File: config.mk
export PLATFORM = sky130hd
export DESIGN_NAME = enc8_3_handshake
export DESIGN_NICKNAME = d
export VERILOG_FILES = /design/src/rtl/enc8_3_handshake.sv
export SDC_FILE = /design/constraint.sdc
export NUM_CORES = 1
export LEC_CHECK = 0
export ABC_AREA = 1
export ABC_CLOCK_PERIOD_IN_PS = 7500
export CAP_MARGIN = 30
export CORE_MARGIN = 2
export CORE_UTILIZATION = 53
export DETAILED_ROUTE_END_ITERATION = 8
export PLACE_DENSITY = 0.83
export SYNTH_ARGS = -nofsm -noshare
export SYNTH_HDL_FRONTEND = slang
export SYNTH_SLANG_ARGS = --single-unit
File: constraint.sdc
create_clock -name clk -period 7.5 [get_ports clk]
set_clock_uncertainty 0.05 [all_clocks]
set_input_delay 1.5 -clock clk [delete_from_list [all_inputs] [get_ports clk]]
set_output_delay 1.5 -clock clk [all_outputs]
set_load 0.05 [all_outputs]
File: src/rtl/enc8_3_handshake.sv
// rtl/enc8_3_handshake.sv - registered 8-to-3 request encoder with valid/ready handshake
// Optional ENC_RR_PRIORITY_EN selects round-robin priority instead of fixed (bit 7 highest).
module enc8_3_handshake #(
  parameter logic [2:0] RESET_CODE = 3'b000
) (
  input  logic       clk,
  input  logic       rst,
  input  logic       en,
  input  logic [7:0] i,
  input  logic       ready,
  output logic       a,
  output logic       b,
  output logic       c,
  output logic       valid,
  output logic [3:0] pend_cnt,
  output logic       idle
);

  localparam logic ST_IDLE    = 1'b0;
  localparam logic ST_PRESENT = 1'b1;

  logic       state;
  logic [7:0] pending;
  logic [2:0] code;
  logic [3:0] cnt;
  logic       ack;
  logic [7:0] clear_mask;
  logic [7:0] pend_eff;
  logic [2:0] next_code;
  logic [3:0] eff_cnt;

  assign ack        = (state == ST_PRESENT) && ready;
  assign clear_mask = ack ? (8'h01 << code) : 8'h00;
  // A bit re-requested in the acknowledged cycle survives because the set is OR-ed in last.
  assign pend_eff   = (pending & ~clear_mask) | (en ? i : 8'h00);

`ifdef ENC_RR_PRIORITY_EN
  logic [2:0] ptr;
  logic [2:0] start;
  logic [2:0] idx;
  logic       found;

  // On ack the search already starts just above the index being retired.
  assign start = ack ? code + 3'd1 : ptr;

  always_comb begin
    next_code = 3'd0;
    found     = 1'b0;
    idx       = 3'd0;
    for (int k = 0; k < 8; k++) begin
      idx = start - k[2:0];
      if (!found && pend_eff[idx]) begin
        next_code = idx;
        found     = 1'b1;
      end
    end
  end

  always_ff @(posedge clk or posedge rst) begin
    if (rst) begin
      ptr <= 3'b111;
    end else if (ack) begin
      ptr <= code + 3'd1;
    end
  end
`else
  always_comb begin
    next_code = 3'd0;
    for (int k = 0; k < 8; k++) begin
      if (pend_eff[k]) begin
        next_code = k[2:0];
      end
    end
  end
`endif

  always_comb begin
    eff_cnt = 4'd0;
    for (int k = 0; k < 8; k++) begin
      eff_cnt = eff_cnt + {3'b000, pend_eff[k]};
    end
  end

  always_ff @(posedge clk or posedge rst) begin
    if (rst) begin
      state   <= ST_IDLE;
      pending <= 8'h00;
      code    <= RESET_CODE;
      cnt     <= 4'd0;
    end else begin
      pending <= pend_eff;
      cnt     <= eff_cnt;
      case (state)
        ST_IDLE: begin
          if (pend_eff != 8'h00) begin
            code  <= next_code;
            state <= ST_PRESENT;
          end else begin
            code <= RESET_CODE;
          end
        end
        default: begin
          // Presented code is held until accepted, even if a higher request arrives.
          if (ack) begin
            if (pend_eff != 8'h00) begin
              code <= next_code;
            end else begin
              code  <= RESET_CODE;
              state <= ST_IDLE;
            end
          end
        end
      endcase
    end
  end

  assign {a, b, c} = code;
  assign valid     = (state == ST_PRESENT);
  assign pend_cnt  = cnt;
  assign idle      = (pending == 8'h00);

endmodule

==> out/metrics.cfg <==
[timing]
fmax_ghz=0.2086
final.min_clock_period_ns=4.793
final_max_slew_viol_count=0
worst_pin_slew_ns=0.6241
fin_crit_sh_pct=63.91
rsz0062_at_grt=no
slew_headroom_pct=58.35
hold_violations=0
tns_ns=0
whs_ns=0.5128
report.final.setup_viol=0

[synthesis]
ys_types=22
yosysSeqAreaShare_pct=40.25
synth-xor-area-share_pct=0.8805
ys_seq_elements=16
synth_area_leaders=dfrtp_1, nand2_1, fa_1
synth_top_cell_area_share_pct=40.25
synthCells=113
synth_edf_count=0
synth_top_family_by_area=simple AND/OR/NAND/NOR gates
synth_flop_cell=dfrtp_1
yosysWarnings=0
netlist_top_cells_count=nand2_1, inv_1, dfrtp_1
synthesis.nets=133
synth_compound_area_share_pct=6.038
synth.most_common_cell=nand2_1
synthArstFlopShare_pct=100.0
synth_fa_ha_area_share_pct=13.08
yosysTopAreaCell=dfrtp_1
synth_simple_gate_area_share_pct=29.56
synthMuxAreaShare_pct=0
netlist_area_um2=994.7
synth.avg_cell_area_um2=8.803

[critical_path]
worstPathRequired_ns=7.65
r2r-end=pend_cnt[1]
path_max_fanout=4
reg2reg_from=code[0]
endpoint_kind=flip-flop
timing.setup.critical_path_class=primary input to flip-flop
cp-start-kind=primary input
r2r_slack_ns=3.99
r2r_cells=13
cp.arrival_ns=4.94

[routing]
drt-pass1-iter-count=3
ant_nets=0
initialDrtViolationCount=3
drc=0
wl_per_cell_um=12.41
vias_per_cell=4.644
routed_wl_mm=1.985
vias=743

[clock_tree]
cts_setup_buffers=0
ctsHtreeMaxLevel=1
clock_latency_ns=0.30
cts_made_buffers=3
holdBufCountCts=0
cts_root_buf=clkbuf_4
tritoncts=done
clk_path_buf_depth=2
ctsResizeCount=0
cts.sinks=16
clk_pin_slew_ns=0.09

[layout]
area_growth_pct=24.40
seqCellArea_um2=400.4
multi_input_area_um2=493.0
antennaDiodeCount=0
nNetsFinal=157
n_fill_cell=140
drive_gt1_share_pct=17.04

[run]
max-cap-violations=0

[floorplanning]
dieWidth_um=47.32
die_height_um=47.32
core_um2=1745
core.rowCount=15
ioPinCount=21
initial_utilization_pct=56.99
die_area_um2=2239

[grt]
grt_pass1_vias=758
grt.total_usage_pct=22.60
grt_pass1_wl_mm=3.332
antenna_found_initial=0
grt.overflow.total=0
grt_max_degree=17

[hold_path]
worst_hold_path.endpoint=pending[1]
hp-class=flip-flop to flip-flop
holdPathStages=2
holdCritStartpoint=pending[1]

[placement]
gp_congestion=0.8891
dp_hpwl_mm=1.628
io_buffers=20

[power]
comb_power_share_pct=50.2
switchingPower_uw=141.0
pwr-share-seq_pct=35.0
leakage_uw=0.0005891
vdd_drop_max_mv=0.1998
pwr_density_cell_nw_per_um2=259.9
p_int_uw=180.7
clkPwrFrac_pct=14.7
p_sw_share_pct=43.82

[run_status]
status=completed

cells by family after synthesis:
logic type	Yosys count
AO/OA/AOI/OAI	6
XOR/XNOR	1
adder cells (fa/ha/maj)	8
buffers and inverters	25
flip-flops	16
AND/OR/NAND/NOR	57
final cells by class:
cell class	instances	share of cell area [%]
well taps	25	2.528
clock buffers	3	1.820
inverters	24	7.280
repair buffers	20	16.18
flip-flops and latches	16	32.36
multi-input cells	72	39.84
power groups by stage:
stage / registers, µW / clock network, µW / logic (µW)
2_1_floorplan: 158 / 0 / 65.9
3_3_place_gp: 114 / 0 / 156
3_5_place_dp: 114 / 0 / 162
4_1_cts: 113 / 46.5 / 164
5_1_grt: 114 / 51.1 / 174
6_report: 113 / 47.3 / 162
critical path, cell delays in order:
cell,delay [ns]
clkdlybuf4s50_1,0.49
nand2_2,0.09
nor2_4,0.14
nand2_1,0.08
a22oi_1,0.32
fa_1,0.47
inv_1,0.08
fa_1,0.40
inv_1,0.09
fa_1,0.44
inv_1,0.08
ha_1,0.16
inv_1,0.06
fa_1,0.49
inv_1,0.05
cell usage in the layout, fill, tap and decap left out:
cell type        count
nand2_1             30
inv_1               21
clkdlybuf4s50_1     20
dfrtp_1             16
nand2_2              8
nor2_1               6
nor2_4               4
fa_1                 4
ha_1                 4
inv_2                3
clkbuf_4             3
nand2_4              2
nand3_1              2
nor4_1               2
o21ai_1              2
nor2_2               1
a22oi_1              1
a22oi_4              1
a21oi_4              1
xnor2_1              1
and2_1               1
nand4_1              1
a21oi_1              1
per-stage QoR:
step	power, µW	std cells	util [%]	instance area (µm²)	setup WS, ns
after floorplan	224.4	113	-	994.7	3.159
after global placement	270.6	157	69.61	1215	2.510
after detailed placement	276.9	157	69.61	1215	2.399
after CTS	323.2	160	70.90	1237	2.699
after global routing	339.8	160	70.90	1237	2.532
final	321.6	160	70.90	1237	2.707
worst max path at each step:
stage / startpoint / endpoint / slack (ns) / depth (start not counted)
after floorplan: ready / pend_cnt[2] / 3.16 / 14
after global routing: ready / pend_cnt[1] / 2.53 / 15
final: ready / pend_cnt[1] / 2.71 / 15
after detailed placement: ready / pend_cnt[1] / 2.40 / 15
after CTS: ready / pend_cnt[1] / 2.70 / 15
after global placement: ready / pend_cnt[1] / 2.51 / 15
sequential cells by signal, summed over array words and instances (netlist names):
name      flops
pend_cnt      4
code          3
valid         1
pending       8
layer usage:
metal	vias to the layer above	routed length, µm	track usage (%)
li1	379	-	-
met1	342	854	26.76
met2	17	1003	38.38
met3	5	89	5.769
met4	0	37	10.00
met5	-	0	0
No activity file was read; power rests on OpenSTA's default activity.
